### src/rtl/tlb_refill_walker_pkg.sv
// -----------------------------------------------------------------------------
// tlb_refill_walker_pkg
// Shared definitions for the TLB refill walker: walk FSM states, fault-cause
// codes, bit positions inside a PDE/PTE entry and the entry-address helper.
// Optional feature macro: TLB_WALK_ACCESSED_EN (adds the ST_ACCW state usage).
// -----------------------------------------------------------------------------
package tlb_refill_walker_pkg;

    localparam int VPN_W = 20;
    localparam int PFN_W = 20;
    localparam int PTE_W = 24;

    // Entry layout shared by PDE and PTE
    localparam int PTE_V       = 0;
    localparam int PTE_A       = 1;
    localparam int PTE_C       = 2;
    localparam int PTE_D       = 3;
    localparam int PTE_PFN_LSB = 4;
    localparam int PTE_PFN_MSB = 23;

    typedef enum logic [2:0] {
        ST_IDLE  = 3'd0,
        ST_PDE   = 3'd1,
        ST_PTE   = 3'd2,
        ST_WRITE = 3'd3,
        ST_FAULT = 3'd4,
        ST_ACCW  = 3'd5
    } walk_state_e;

    typedef enum logic [1:0] {
        CAUSE_NONE    = 2'b00,
        CAUSE_PDE_INV = 2'b01,
        CAUSE_PTE_INV = 2'b10,
        CAUSE_TIMEOUT = 2'b11
    } fault_cause_e;

    // Both table levels hold 1024 word-sized entries per 4 KiB frame
    function automatic logic [31:0] entry_addr(input logic [PFN_W-1:0] frame,
                                               input logic [9:0]       index);
        return {frame, index, 2'b00};
    endfunction

endpackage

### src/rtl/tlb_refill_walker_if.sv
// -----------------------------------------------------------------------------
// tlb_refill_walker_if
// Bundles the walker's MMU miss request, CP0 page-table base, memory read
// port, TLB write port and fault report into one interface.
//   master : the walker (drives busy, mem_req/mem_addr, tlbwr/tlb_*, fault_*)
//   slave  : the surrounding system (drives miss_*, ptbase, mem_ack/mem_rdata)
// With TLB_WALK_ACCESSED_EN defined the memory port also carries
// mem_we/mem_wdata for the accessed-bit write-back.
// -----------------------------------------------------------------------------
interface tlb_refill_walker_if;
    import tlb_refill_walker_pkg::*;

    logic             miss_req;
    logic [VPN_W-1:0] miss_vpn;
    logic [PFN_W-1:0] ptbase;
    logic             busy;

    logic             mem_req;
    logic [31:0]      mem_addr;
    logic             mem_ack;
    logic [31:0]      mem_rdata;
`ifdef TLB_WALK_ACCESSED_EN
    logic             mem_we;
    logic [31:0]      mem_wdata;
`endif

    logic             tlbwr;
    logic [PTE_W-1:0] tlb_pte;
    logic [VPN_W-1:0] tlb_vpn;

    logic             page_fault;
    logic [1:0]       fault_cause;
    logic [VPN_W-1:0] fault_vpn;

    modport master (
        input  miss_req, miss_vpn, ptbase, mem_ack, mem_rdata,
        output busy, mem_req, mem_addr, tlbwr, tlb_pte, tlb_vpn,
               page_fault, fault_cause, fault_vpn
`ifdef TLB_WALK_ACCESSED_EN
        , output mem_we, mem_wdata
`endif
    );

    modport slave (
        output miss_req, miss_vpn, ptbase, mem_ack, mem_rdata,
        input  busy, mem_req, mem_addr, tlbwr, tlb_pte, tlb_vpn,
               page_fault, fault_cause, fault_vpn
`ifdef TLB_WALK_ACCESSED_EN
        , input mem_we, mem_wdata
`endif
    );

endinterface

### src/rtl/tlb_refill_walker_walk_timeout_ctr.sv
// -----------------------------------------------------------------------------
// walk_timeout_ctr
// Down-counting wait counter for one memory access of the walker.
//   clk, clrn : clock, asynchronous active-low reset
//   clr_i     : force the counter to zero (walker not waiting on memory)
//   load_i    : reload LIMIT (entry into a memory-access state)
//   en_i      : one wait cycle elapsed (request outstanding, no ack)
//   tc_o      : this wait cycle is the LIMIT-th one
// A LIMIT of zero loads zero, which never reaches the terminal value, so the
// timeout is disabled.
// -----------------------------------------------------------------------------
module walk_timeout_ctr #(
    parameter logic [7:0] LIMIT = 8'd255
) (
    input  logic clk,
    input  logic clrn,
    input  logic clr_i,
    input  logic load_i,
    input  logic en_i,
    output logic tc_o
);

    logic [7:0] cnt_q, cnt_d;

    // Next count: clear wins over reload, reload wins over decrement
    always_comb begin
        cnt_d = cnt_q;
        if (clr_i) begin
            cnt_d = 8'd0;
        end else if (load_i) begin
            cnt_d = LIMIT;
        end else if (en_i && (cnt_q != 8'd0)) begin
            cnt_d = cnt_q - 8'd1;
        end
    end

    always_ff @(posedge clk or negedge clrn) begin
        if (!clrn) begin
            cnt_q <= 8'd0;
        end else begin
            cnt_q <= cnt_d;
        end
    end

    // Independent of load_i so the walker can use it to pick its next state
    assign tc_o = en_i && (cnt_q == 8'd1);

endmodule

### src/rtl/tlb_refill_walker.sv
// -----------------------------------------------------------------------------
// tlb_refill_walker
// Hardware refill engine for the 8-entry fully-associative TLB. On a miss it
// reads the PDE and then the PTE of a two-level page table, and either writes
// the PTE into the TLB (random replacement) or reports a page fault to CP0.
//   clk, clrn : clock, asynchronous active-low reset
//   bus       : tlb_refill_walker_if.master (miss request, ptbase, memory read
//               port, TLB write strobe, fault strobe and held fault info)
// Parameter TIMEOUT_CYC : wait cycles allowed per memory access, 0 = no limit.
// Optional macro TLB_WALK_ACCESSED_EN : write the accessed bit back to a PTE
// that has it clear before installing it (adds mem_we/mem_wdata).
// Every output is decoded from registered state only.
// -----------------------------------------------------------------------------
module tlb_refill_walker
    import tlb_refill_walker_pkg::*;
#(
    parameter int unsigned TIMEOUT_CYC = 255
) (
    input  logic                 clk,
    input  logic                 clrn,
    tlb_refill_walker_if.master  bus
);

    walk_state_e      state_q, state_d;
    logic [VPN_W-1:0] vpn_q, vpn_d;
    logic [PFN_W-1:0] base_q, base_d;
    logic [PFN_W-1:0] pfn_q, pfn_d;
    logic [PTE_W-1:0] pte_q, pte_d;
    logic [1:0]       cause_q, cause_d;
    logic [VPN_W-1:0] fvpn_q, fvpn_d;

    logic in_req;
    logic next_in_req;
    logic wait_tc;
    logic unused_rdata_hi;

    assign in_req      = state_q inside {ST_PDE, ST_PTE, ST_ACCW};
    assign next_in_req = state_d inside {ST_PDE, ST_PTE, ST_ACCW};
    assign unused_rdata_hi = ^bus.mem_rdata[31:24];

    walk_timeout_ctr #(
        .LIMIT (TIMEOUT_CYC[7:0])
    ) u_timeout (
        .clk    (clk),
        .clrn   (clrn),
        .clr_i  (!next_in_req),
        .load_i (next_in_req && (state_d != state_q)),
        .en_i   (in_req && !bus.mem_ack),
        .tc_o   (wait_tc)
    );

    // Walk sequencing and capture of the PDE/PTE fields
    always_comb begin
        state_d = state_q;
        vpn_d   = vpn_q;
        base_d  = base_q;
        pfn_d   = pfn_q;
        pte_d   = pte_q;
        cause_d = cause_q;
        fvpn_d  = fvpn_q;

        case (state_q)
            ST_IDLE: begin
                if (bus.miss_req) begin
                    vpn_d   = bus.miss_vpn;
                    base_d  = bus.ptbase;
                    state_d = ST_PDE;
                end
            end
            ST_PDE: begin
                if (bus.mem_ack) begin
                    if (bus.mem_rdata[PTE_V]) begin
                        pfn_d   = bus.mem_rdata[PTE_PFN_MSB:PTE_PFN_LSB];
                        state_d = ST_PTE;
                    end else begin
                        cause_d = CAUSE_PDE_INV;
                        state_d = ST_FAULT;
                    end
                end else if (wait_tc) begin
                    cause_d = CAUSE_TIMEOUT;
                    state_d = ST_FAULT;
                end
            end
            ST_PTE: begin
                if (bus.mem_ack) begin
                    if (bus.mem_rdata[PTE_V]) begin
`ifdef TLB_WALK_ACCESSED_EN
                        // pte_q holds the entry with A already set; it is both
                        // the write-back data and the value given to the TLB
                        pte_d   = bus.mem_rdata[PTE_W-1:0] | (24'd1 << PTE_A);
                        state_d = bus.mem_rdata[PTE_A] ? ST_WRITE : ST_ACCW;
`else
                        pte_d   = bus.mem_rdata[PTE_W-1:0];
                        state_d = ST_WRITE;
`endif
                    end else begin
                        cause_d = CAUSE_PTE_INV;
                        state_d = ST_FAULT;
                    end
                end else if (wait_tc) begin
                    cause_d = CAUSE_TIMEOUT;
                    state_d = ST_FAULT;
                end
            end
`ifdef TLB_WALK_ACCESSED_EN
            ST_ACCW: begin
                if (bus.mem_ack) begin
                    state_d = ST_WRITE;
                end else if (wait_tc) begin
                    cause_d = CAUSE_TIMEOUT;
                    state_d = ST_FAULT;
                end
            end
`endif
            ST_WRITE: state_d = ST_IDLE;
            ST_FAULT: state_d = ST_IDLE;
            default:  state_d = ST_IDLE;
        endcase

        if (state_d == ST_FAULT) begin
            fvpn_d = vpn_q;
        end
    end

    always_ff @(posedge clk or negedge clrn) begin
        if (!clrn) begin
            state_q <= ST_IDLE;
            vpn_q   <= '0;
            base_q  <= '0;
            pfn_q   <= '0;
            pte_q   <= '0;
            cause_q <= CAUSE_NONE;
            fvpn_q  <= '0;
        end else begin
            state_q <= state_d;
            vpn_q   <= vpn_d;
            base_q  <= base_d;
            pfn_q   <= pfn_d;
            pte_q   <= pte_d;
            cause_q <= cause_d;
            fvpn_q  <= fvpn_d;
        end
    end

    // Memory address: the directory is indexed by vpn[19:10], the page table
    // by vpn[9:0]; the PTE write-back reuses the PTE address
    always_comb begin
        bus.mem_addr = 32'd0;
        case (state_q)
            ST_PDE:          bus.mem_addr = entry_addr(base_q, vpn_q[19:10]);
            ST_PTE, ST_ACCW: bus.mem_addr = entry_addr(pfn_q, vpn_q[9:0]);
            default:         bus.mem_addr = 32'd0;
        endcase
    end

    assign bus.busy        = (state_q != ST_IDLE);
    assign bus.mem_req     = in_req;
    assign bus.tlbwr       = (state_q == ST_WRITE);
    assign bus.tlb_pte     = (state_q == ST_WRITE) ? pte_q : '0;
    assign bus.tlb_vpn     = (state_q == ST_WRITE) ? vpn_q : '0;
    assign bus.page_fault  = (state_q == ST_FAULT);
    assign bus.fault_cause = cause_q;
    assign bus.fault_vpn   = fvpn_q;

`ifdef TLB_WALK_ACCESSED_EN
    assign bus.mem_we    = (state_q == ST_ACCW);
    assign bus.mem_wdata = (state_q == ST_ACCW) ? {8'h00, pte_q} : 32'd0;
`endif

endmodule
### src/flat_wrapper.sv
// flat-port wrapper written by rule: the top's interface ports become plain ports
module tlb_refill_walker_flat import tlb_refill_walker_pkg::*;
#(
    parameter int unsigned TIMEOUT_CYC = 255
)
  (clk, clrn, bus_miss_req, bus_miss_vpn, bus_ptbase, bus_mem_ack, bus_mem_rdata, bus_busy, bus_mem_req, bus_mem_addr, bus_tlbwr, bus_tlb_pte, bus_tlb_vpn, bus_page_fault, bus_fault_cause, bus_fault_vpn);
  tlb_refill_walker_if bus_i ();
  input  logic clk;
  input  logic clrn;
  input wire logic [$bits(bus_i.miss_req)-1:0] bus_miss_req;
  input wire logic [$bits(bus_i.miss_vpn)-1:0] bus_miss_vpn;
  input wire logic [$bits(bus_i.ptbase)-1:0] bus_ptbase;
  input wire logic [$bits(bus_i.mem_ack)-1:0] bus_mem_ack;
  input wire logic [$bits(bus_i.mem_rdata)-1:0] bus_mem_rdata;
  output wire logic [$bits(bus_i.busy)-1:0] bus_busy;
  output wire logic [$bits(bus_i.mem_req)-1:0] bus_mem_req;
  output wire logic [$bits(bus_i.mem_addr)-1:0] bus_mem_addr;
  output wire logic [$bits(bus_i.tlbwr)-1:0] bus_tlbwr;
  output wire logic [$bits(bus_i.tlb_pte)-1:0] bus_tlb_pte;
  output wire logic [$bits(bus_i.tlb_vpn)-1:0] bus_tlb_vpn;
  output wire logic [$bits(bus_i.page_fault)-1:0] bus_page_fault;
  output wire logic [$bits(bus_i.fault_cause)-1:0] bus_fault_cause;
  output wire logic [$bits(bus_i.fault_vpn)-1:0] bus_fault_vpn;
  assign bus_i.miss_req = bus_miss_req;
  assign bus_i.miss_vpn = bus_miss_vpn;
  assign bus_i.ptbase = bus_ptbase;
  assign bus_i.mem_ack = bus_mem_ack;
  assign bus_i.mem_rdata = bus_mem_rdata;
  assign bus_busy = bus_i.busy;
  assign bus_mem_req = bus_i.mem_req;
  assign bus_mem_addr = bus_i.mem_addr;
  assign bus_tlbwr = bus_i.tlbwr;
  assign bus_tlb_pte = bus_i.tlb_pte;
  assign bus_tlb_vpn = bus_i.tlb_vpn;
  assign bus_page_fault = bus_i.page_fault;
  assign bus_fault_cause = bus_i.fault_cause;
  assign bus_fault_vpn = bus_i.fault_vpn;
  tlb_refill_walker #(.TIMEOUT_CYC(TIMEOUT_CYC)) u_core (.clk(clk), .clrn(clrn), .bus(bus_i));
endmodule
### config.mk
export PLATFORM = sky130hd
export DESIGN_NAME = tlb_refill_walker_flat
export DESIGN_NICKNAME = d
export VERILOG_FILES = /design/src/rtl/tlb_refill_walker_pkg.sv /design/src/rtl/tlb_refill_walker_if.sv /design/src/rtl/tlb_refill_walker_walk_timeout_ctr.sv /design/src/rtl/tlb_refill_walker.sv /design/src/flat_wrapper.sv
export SDC_FILE = /design/constraint.sdc
export NUM_CORES = 1
export LEC_CHECK = 0
export ABC_AREA = 1
export ABC_CLOCK_PERIOD_IN_PS = 1500
export CAP_MARGIN = 20
export CORE_AREA = 3 3 157 113
export CTS_BUF_LIST = sky130_fd_sc_hd__clkbuf_8
export DETAILED_ROUTE_END_ITERATION = 16
export DIE_AREA = 0 0 160 116
export HOLD_SLACK_MARGIN = 0.15
export PLACE_DENSITY = 0.72
export SLEW_MARGIN = 0
export SYNTH_ARGS = -nofsm -noshare
export SYNTH_HDL_FRONTEND = slang
export SYNTH_SLANG_ARGS = --single-unit
export TNS_END_PERCENT = 10
### constraint.sdc
create_clock -name clk -period 1.5 [get_ports clk]
set_input_delay 0.15 -clock clk [delete_from_list [all_inputs] [get_ports clk]]
set_output_delay 0.15 -clock clk [all_outputs]
set_load 0.01 [all_outputs]
==> reports/metrics.yaml, run 1 <==
outcome:
  status: "finished, violations left"
  violations: "setup timing"
synth:
  postSynthCellCount: 625
  synth_edf_count: 0
  syn_avg_cell_area_sq_um: 8.37
  async_flop_share: 1.00
  ys_seq_area_frac: 0.560
  yosys_register_bits: 117
  synthesis.area_sq_um: 5230
  yosysWarnings: 0
  synthDistinctLibCells: 32
  synth_ff_type: "dfrtp_1"
placement:
  gp_congestion: 0.794
  hpwl_mm: 11.8
  placed_cell_area_sq_um: 7550
  port_buffers: 167
final_layout:
  fin_nets: 921
  area_delta_synth_final_pct: 57.0
  final_common_cell: "nand2_1"
  multi_input_area_sq_um: 2240
  n_antenna_cell: 0
  fin_area_sq_um: 8210
  ff_latch_area_sq_um: 2930
  fillers: 1595
  final_layout_size_suffix_gt1_frac: 0.297
  final_cell_mix: "198 x nand2_1, 116 x dfrtp_1, 66 x clkdlybuf4s50_1"
timing:
  hold_viol_final: 0
  max_freq_mhz: 516
  rsz0062_at_grt: "true"
  fin_skew_ns: 0.0128
  finalSetupTns_ns: -40.28
  maxSlewViolCount: 0
  fin_crit_sh: 1.29
  layout_min_cycle_time_ns: 1.94
  finalSetupViolCount: 162
  hold_slack_ns: 0.249
  worst_slack_ns: -0.437
detailed_routing:
  vias: 4905
  drtIter0Drc: 322
  drc_errors: 0
  first_pass_iters: 4
  viasPerCell: 4.54
  route.final.wire_length_mm: 17.3
  ant_nets: 0
  wl_per_cell_microns: 16.0
hold_path:
  min-delay-start: "bus_ptbase[4]"
  hold_path_depth: 3
  min_to: "u_core.base_q[4]"
  hp-class: "primary input to register"
critical_path:
  start_kind: "register"
  crit_path_frequent_cell: "nand2_4"
  worstPathRequired_ns: 1.82
  worst_r2r_path_depth: 14
  critPathMaxStageDelay_ns: 0.39
  timing.rr.end: "u_core.u_timeout.cnt_q[1]"
  path_cells: "inv_2 > nand2_2 > buf_4 > o21ai_4 > buf_6 > nand3_4 > nand3_2 > nand2_4 > nand2_4 > nand2_4 > nand3_4 > nor2_1 > nand2_1 > nand2_1"
  end_kind: "register"
  reg2reg_slack_ns: -0.44
  worst_path_max_delay_cell: "dfrtp_1"
  cp.arrival_ns: 2.25
  r2r-start: "u_core.state_q[0]"
  critPathKind: "register to register"
  cp_max_fo: 7
  cp_num_buf_inv: 3
  cp_top_family: "simple AND/OR/NAND/NOR gates"
run:
  drv_cap: 0
power:
  p_per_area_nw_per_um2: 1940
  p_leak_nw: 4.19
  vdd.ir_drop.worst_mv: 0.743
  power_mw: 15.9
global_route:
  first_global_vias: 4821
  grt-ovfl-total: 0
  antenna_found_initial: 0
  grt_pass1_wl_mm: 26.2
  grt_use_total: 0.181
  grt_max_degree: 60
cts:
  clk_path_buf_depth: 2
  cts-root-buf: "clkbuf_8"
  cts_tree: "built"
  clkTransAtPathRegs_ns: 0.08
  insertion_delay_ns: 0.42
  htree_num_levels: 4
  numCtsBuffers: 17
  clock-sinks: 117
die:
  core_sq_um: 16300
  initial_core_util: 0.321
  die_height_microns: 116
  fp.dieW_microns: 160
  die-area_sq_um: 18600
  pin_count: 178
  rows: 39
==> worst max path at each step <==
stage	startpoint	end	depth (start not counted)	slack [ns]
floorplan	u_core.state_q[0]	u_core.u_timeout.cnt_q[2]	10	-0.06
global placement	u_core.state_q[2]	bus_tlb_pte[22]	5	-0.35
detailed placement	u_core.state_q[2]	bus_tlb_pte[19]	5	-0.38
CTS	u_core.state_q[1]	bus_tlb_vpn[18]	6	-0.50
global route	u_core.state_q[0]	u_core.u_timeout.cnt_q[6]	14	-0.52
finish	u_core.state_q[0]	u_core.u_timeout.cnt_q[1]	14	-0.44
==> power by group <==
part	leakage (nW)	total [mW]	switching [mW]	internal, mW
sequential	1.43	5.28	0.686	4.59
clock	0.212	3.05	1.39	1.66
combinational	2.55	7.56	4.32	3.24
==> synth_stat cells, types with 2 or more instances <==
library cell / count / area (sq um)
o21ai_0: 66 / 330
xor2_1: 3 / 26.3
inv_1: 58 / 218
nand2_4: 2 / 22.5
nor2_1: 59 / 221
buf_2: 3 / 15.0
nand3_1: 7 / 35.0
nand2_1: 205 / 769
nand3_2: 2 / 20.0
clkinv_1: 2 / 7.51
a22o_1: 20 / 175
dfrtp_1: 117 / 2930
a21oi_2: 3 / 26.3
nor2_2: 4 / 25.0
o211ai_1: 2 / 15.0
o22ai_1: 10 / 62.6
a21oi_1: 7 / 35.0
clkbuf_1: 27 / 101
nor3_1: 3 / 15.0
inv_2: 6 / 22.5
nand2_2: 4 / 25.0
buf_4: 2 / 15.0
ha_1: 3 / 37.5
nand4_1: 2 / 12.5
==> flip-flops by register name, summed over array words and instances (netlist names) <==
name,flops
u_core.bus.fault_vpn,20
u_core.pfn_q,20
u_core.base_q,20
u_core.pte_q,24
u_core.state_q,3
u_core.vpn_q,20
u_core.u_timeout.cnt_q,8
u_core.bus.fault_cause,2
==> area by class of cell <==
| class | instances | area share |
|---|---|---|
| clock buffers | 17 | 0.0285 |
| clock inverters | 15 | 0.0221 |
| inverters | 66 | 0.0320 |
| multi-input cells | 411 | 0.273 |
| flip-flops and latches | 117 | 0.357 |
| well taps | 225 | 0.0343 |
| repair buffers | 229 | 0.254 |
==> what timing repair did <==
action,CTS,global route
hold endpoints to repair,117,0
pin swaps,14,22
gates cloned,1,4
hold buffers,1,0
setup buffers,4,7
gates resized for setup,317,127
setup endpoints to repair,200,197
==> metrics by stage <==
stage	worst slack, ns	utilization	std cells
after floorplan	-0.0621	-	626
after global placement	-0.351	0.463	1031
after detailed placement	-0.376	0.463	1031
after CTS	-0.496	0.486	1069
after global routing	-0.524	0.504	1080
final	-0.437	0.504	1080
==> cells by family (layout without fill, tap and decap cells) <==
kind of cell / Yosys count / in the layout / synth area share
AND/OR/NAND/NOR: 289 / 290 / 0.222
adder cells (fa/ha/maj): 3 / 3 / 0.00718
flip-flops: 117 / 117 / 0.560
other: 1 / 2 / 0.000717
XOR/XNOR: 4 / 4 / 0.00670
AO/OA/AOI/OAI: 112 / 112 / 0.131
buffers and inverters: 99 / 327 / 0.0732
==> worst min-delay path, cell delays in order <==
cell             delay, ns
clkdlybuf4s50_1       0.39
nand2_1               0.06
nand2_1               0.04
==> metal layers <==
metal | up-vias | share of wire | global-route usage
li1 | 2409 | - | -
met2 | 151 | 0.43 | 0.253
met3 | 10 | 0.073 | 0.0600
met5 | - | 0 | 0
met1 | 2335 | 0.48 | 0.265
met4 | 0 | 0.011 | 0.0526
No activity file was read; power rests on OpenSTA's default activity.
==> inputs of run 2 (changes only) <==
--- a/config.mk
+++ b/config.mk
@@ -6,16 +6,18 @@
 export NUM_CORES = 1
 export LEC_CHECK = 0
 export ABC_AREA = 1
-export ABC_CLOCK_PERIOD_IN_PS = 1500
+export ABC_CLOCK_PERIOD_IN_PS = 2400
 export CAP_MARGIN = 20
-export CORE_AREA = 3 3 157 113
+export CELL_PAD_IN_SITES_DETAIL_PLACEMENT = 0
+export CELL_PAD_IN_SITES_GLOBAL_PLACEMENT = 2
+export CORE_AREA = 3 3 165 119
 export CTS_BUF_LIST = sky130_fd_sc_hd__clkbuf_8
 export DETAILED_ROUTE_END_ITERATION = 16
-export DIE_AREA = 0 0 160 116
+export DIE_AREA = 0 0 168 122
 export HOLD_SLACK_MARGIN = 0.15
-export PLACE_DENSITY = 0.72
+export PLACE_DENSITY = 0.95
 export SLEW_MARGIN = 0
 export SYNTH_ARGS = -nofsm -noshare
 export SYNTH_HDL_FRONTEND = slang
 export SYNTH_SLANG_ARGS = --single-unit
-export TNS_END_PERCENT = 10
+export TNS_END_PERCENT = 100
==> constraint.sdc (replaced) <==
create_clock -name clk -period 2.4 [get_ports clk]
set_input_delay 0.24 -clock clk [delete_from_list [all_inputs] [get_ports clk]]
set_output_delay 0.24 -clock clk [all_outputs]
set_load 0.01 [all_outputs]
==> reports/metrics.yaml, run 2 (synthesis gave the netlist of run 1 again) <==
timing:
  tightest_slew_ns: 0.616
  layout_min_cycle_time_ns: 2.27
  maxSlewViolCount: 0
  fin_skew_ns: 0.0161
  finalSetupTns_ns: 0
  finalSetupViolCount: 0
  fin_crit_sh: 0.946
  max_freq_mhz: 441
  slew_headroom: 0.589
  rsz0062_at_grt: "false"
  hold_viol_final: 0
critical_path:
  cp_top_family: "buffers and inverters"
  critPathKind: "register to output pin"
  cp_num_buf_inv: 4
  worstPathRequired_ns: 2.16
  cp.arrival_ns: 2.03
  cp_max_fo: 29
  critPathMaxStageDelay_ns: 0.54
  end_kind: "output pin"
  path_cells: "nor3_2 > buf_4 > clkinv_1 > buf_8 > nor2_1 > clkdlybuf4s50_1"
  worst_path_max_delay_cell: "clkdlybuf4s50_1"
  start_kind: "register"
detailed_routing:
  drc_errors: 0
  wl_per_cell_microns: 15.1
  vias: 4511
  route.final.wire_length_mm: 15.8
  viasPerCell: 4.31
  ant_nets: 0
  first_pass_iters: 5
  drtIter0Drc: 241
global_route:
  antenna_found_initial: 0
  first_global_vias: 4629
  grt-ovfl-total: 0
  grt_pass1_wl_mm: 25.4
  grt_max_degree: 47
  grt_use_total: 0.159
power:
  p_seq_frac: 0.367
  vdd.ir_drop.worst_mv: 0.442
  power_mw: 8.92
  combPwrFrac: 0.433
  swShare: 0.396
  intPower_mw: 5.38
  p_leak_nw: 4.25
  switchingPower_mw: 3.53
  p_per_area_nw_per_um2: 1160
  power_frac_clock: 0.201
run:
  drv_cap: 0
final_layout:
  largest_register_ffs: 24
  final_cell_mix: "204 x nand2_1, 117 x dfrtp_1, 93 x clkdlybuf4s50_1"
  regMostFlops: "u_core.pte_q"
  area_delta_synth_final_pct: 46.7
  fin_nets: 877
  n_antenna_cell: 0
  layoutNonFillerInstCount: 1047
  final_core_util: 0.426
  final_common_cell: "nand2_1"
  final_layout_size_suffix_gt1_frac: 0.0974
hold_path:
  hp-class: "primary input to asynchronous set/reset pin"
die:
  initial_core_util: 0.290
  rows: 41
  fp.dieW_microns: 168
  die_height_microns: 122
  core_sq_um: 18000
  pin_count: 178
  die-area_sq_um: 20500
cts:
  insertion_delay_ns: 0.45
  clk_path_buf_depth: 2
  cts_tree: "built"
  numCtsBuffers: 17
  clock-sinks: 117
  clkTransAtPathRegs_ns: 0.08
  htree_num_levels: 4
  cts-root-buf: "clkbuf_8"
placement:
  dp.cells: 1013
  gp_congestion: 0.788
  hpwl_mm: 11.5
  port_buffers: 167
outcome:
  status: "finished clean"
==> run 2: changes by cell type in the layout (fill, tap and decap cells not counted), sizes merged <==
cell	delta
bufinv	-2
clkbuf	-7
clkinvlp	+3
dlygate4sd2	+31
clkinv	-4
inv	+2
nand2	-1
clkdlybuf4s50	+27
buf	-111
clkdlybuf4s15	-2
dlymetal6s2s	+20
==> run 2: worst paths after layout <==
check | depth (start not counted) | slack, ns | start | to
max | 6 | 0.13 | u_core.state_q[2] | bus_tlb_pte[2]
min | 2 | 0.31 | clrn | u_core.bus.fault_vpn[0]
max reg2reg | 8 | 0.52 | u_core.state_q[1] | u_core.pfn_q[6]
min reg2reg | 2 | 0.46 | u_core.pte_q[0] | u_core.pte_q[0]
max in group asynchronous | 3 | 1.43 | clrn | u_core.state_q[0]
min in group clk | 3 | 0.33 | bus_ptbase[11] | u_core.base_q[11]
==> run 2: worst register-to-register path: stages, from the launching register on <==
cell     delay (ns)
dfrtp_1        0.38
buf_4          0.16
nor2_4         0.14
nand2_1        0.09
buf_4          0.20
nor2_1         0.23
inv_1          0.35
nand2_1        0.16
nand2_1        0.06
==> run 2: power by group through the flow <==
stage,Clock [mW],Sequential (mW),Combinational [mW]
finish,1.79,3.27,3.86
global route,1.95,3.37,4.38
CTS,1.86,3.27,3.94
detailed placement,0,3.31,4.05
global placement,0,3.29,4.03
floorplan,0,3.30,2.18
==> run 2: metal layers <==
metal / global-route usage / up-vias / part of all wire
met5: 0 / - / 0
met4: 0.0414 / 0 / 0.0087
met3: 0.0691 / 13 / 0.090
met2: 0.216 / 133 / 0.40
met1: 0.230 / 2053 / 0.50
li1: - / 2312 / -
==> run 2: final cells by class <==
| type | instances | area [sq um] |
|---|---|---|
| inverters | 66 | 248 |
| multi-input cells | 410 | 1940 |
| clock buffers | 18 | 248 |
| flip-flops and latches | 117 | 2930 |
| repair buffers | 186 | 1870 |
| fillers | 1862 | 10300 |
| well taps | 236 | 295 |
| clock inverters | 14 | 141 |
==> run 2: metrics by stage <==
step           area [sq um]  hold slack (ns)  setup slack [ns]
2_1_floorplan          5230          -0.0556             0.624
3_3_place_gp           7240            0.274             0.252
6_report               7670            0.306             0.130
5_1_grt                7670            0.316            0.0174
4_1_cts                7610            0.291          0.000719
3_5_place_dp           7240            0.273             0.238
==> run 2: repair_timing <==
item	in CTS	in global routing
setup endpoints to repair	74	24
hold buffers	1	0
endpoints found under the hold margin	37	0
cloned	0	0
resized for setup	57	24
buffers inserted	1	0
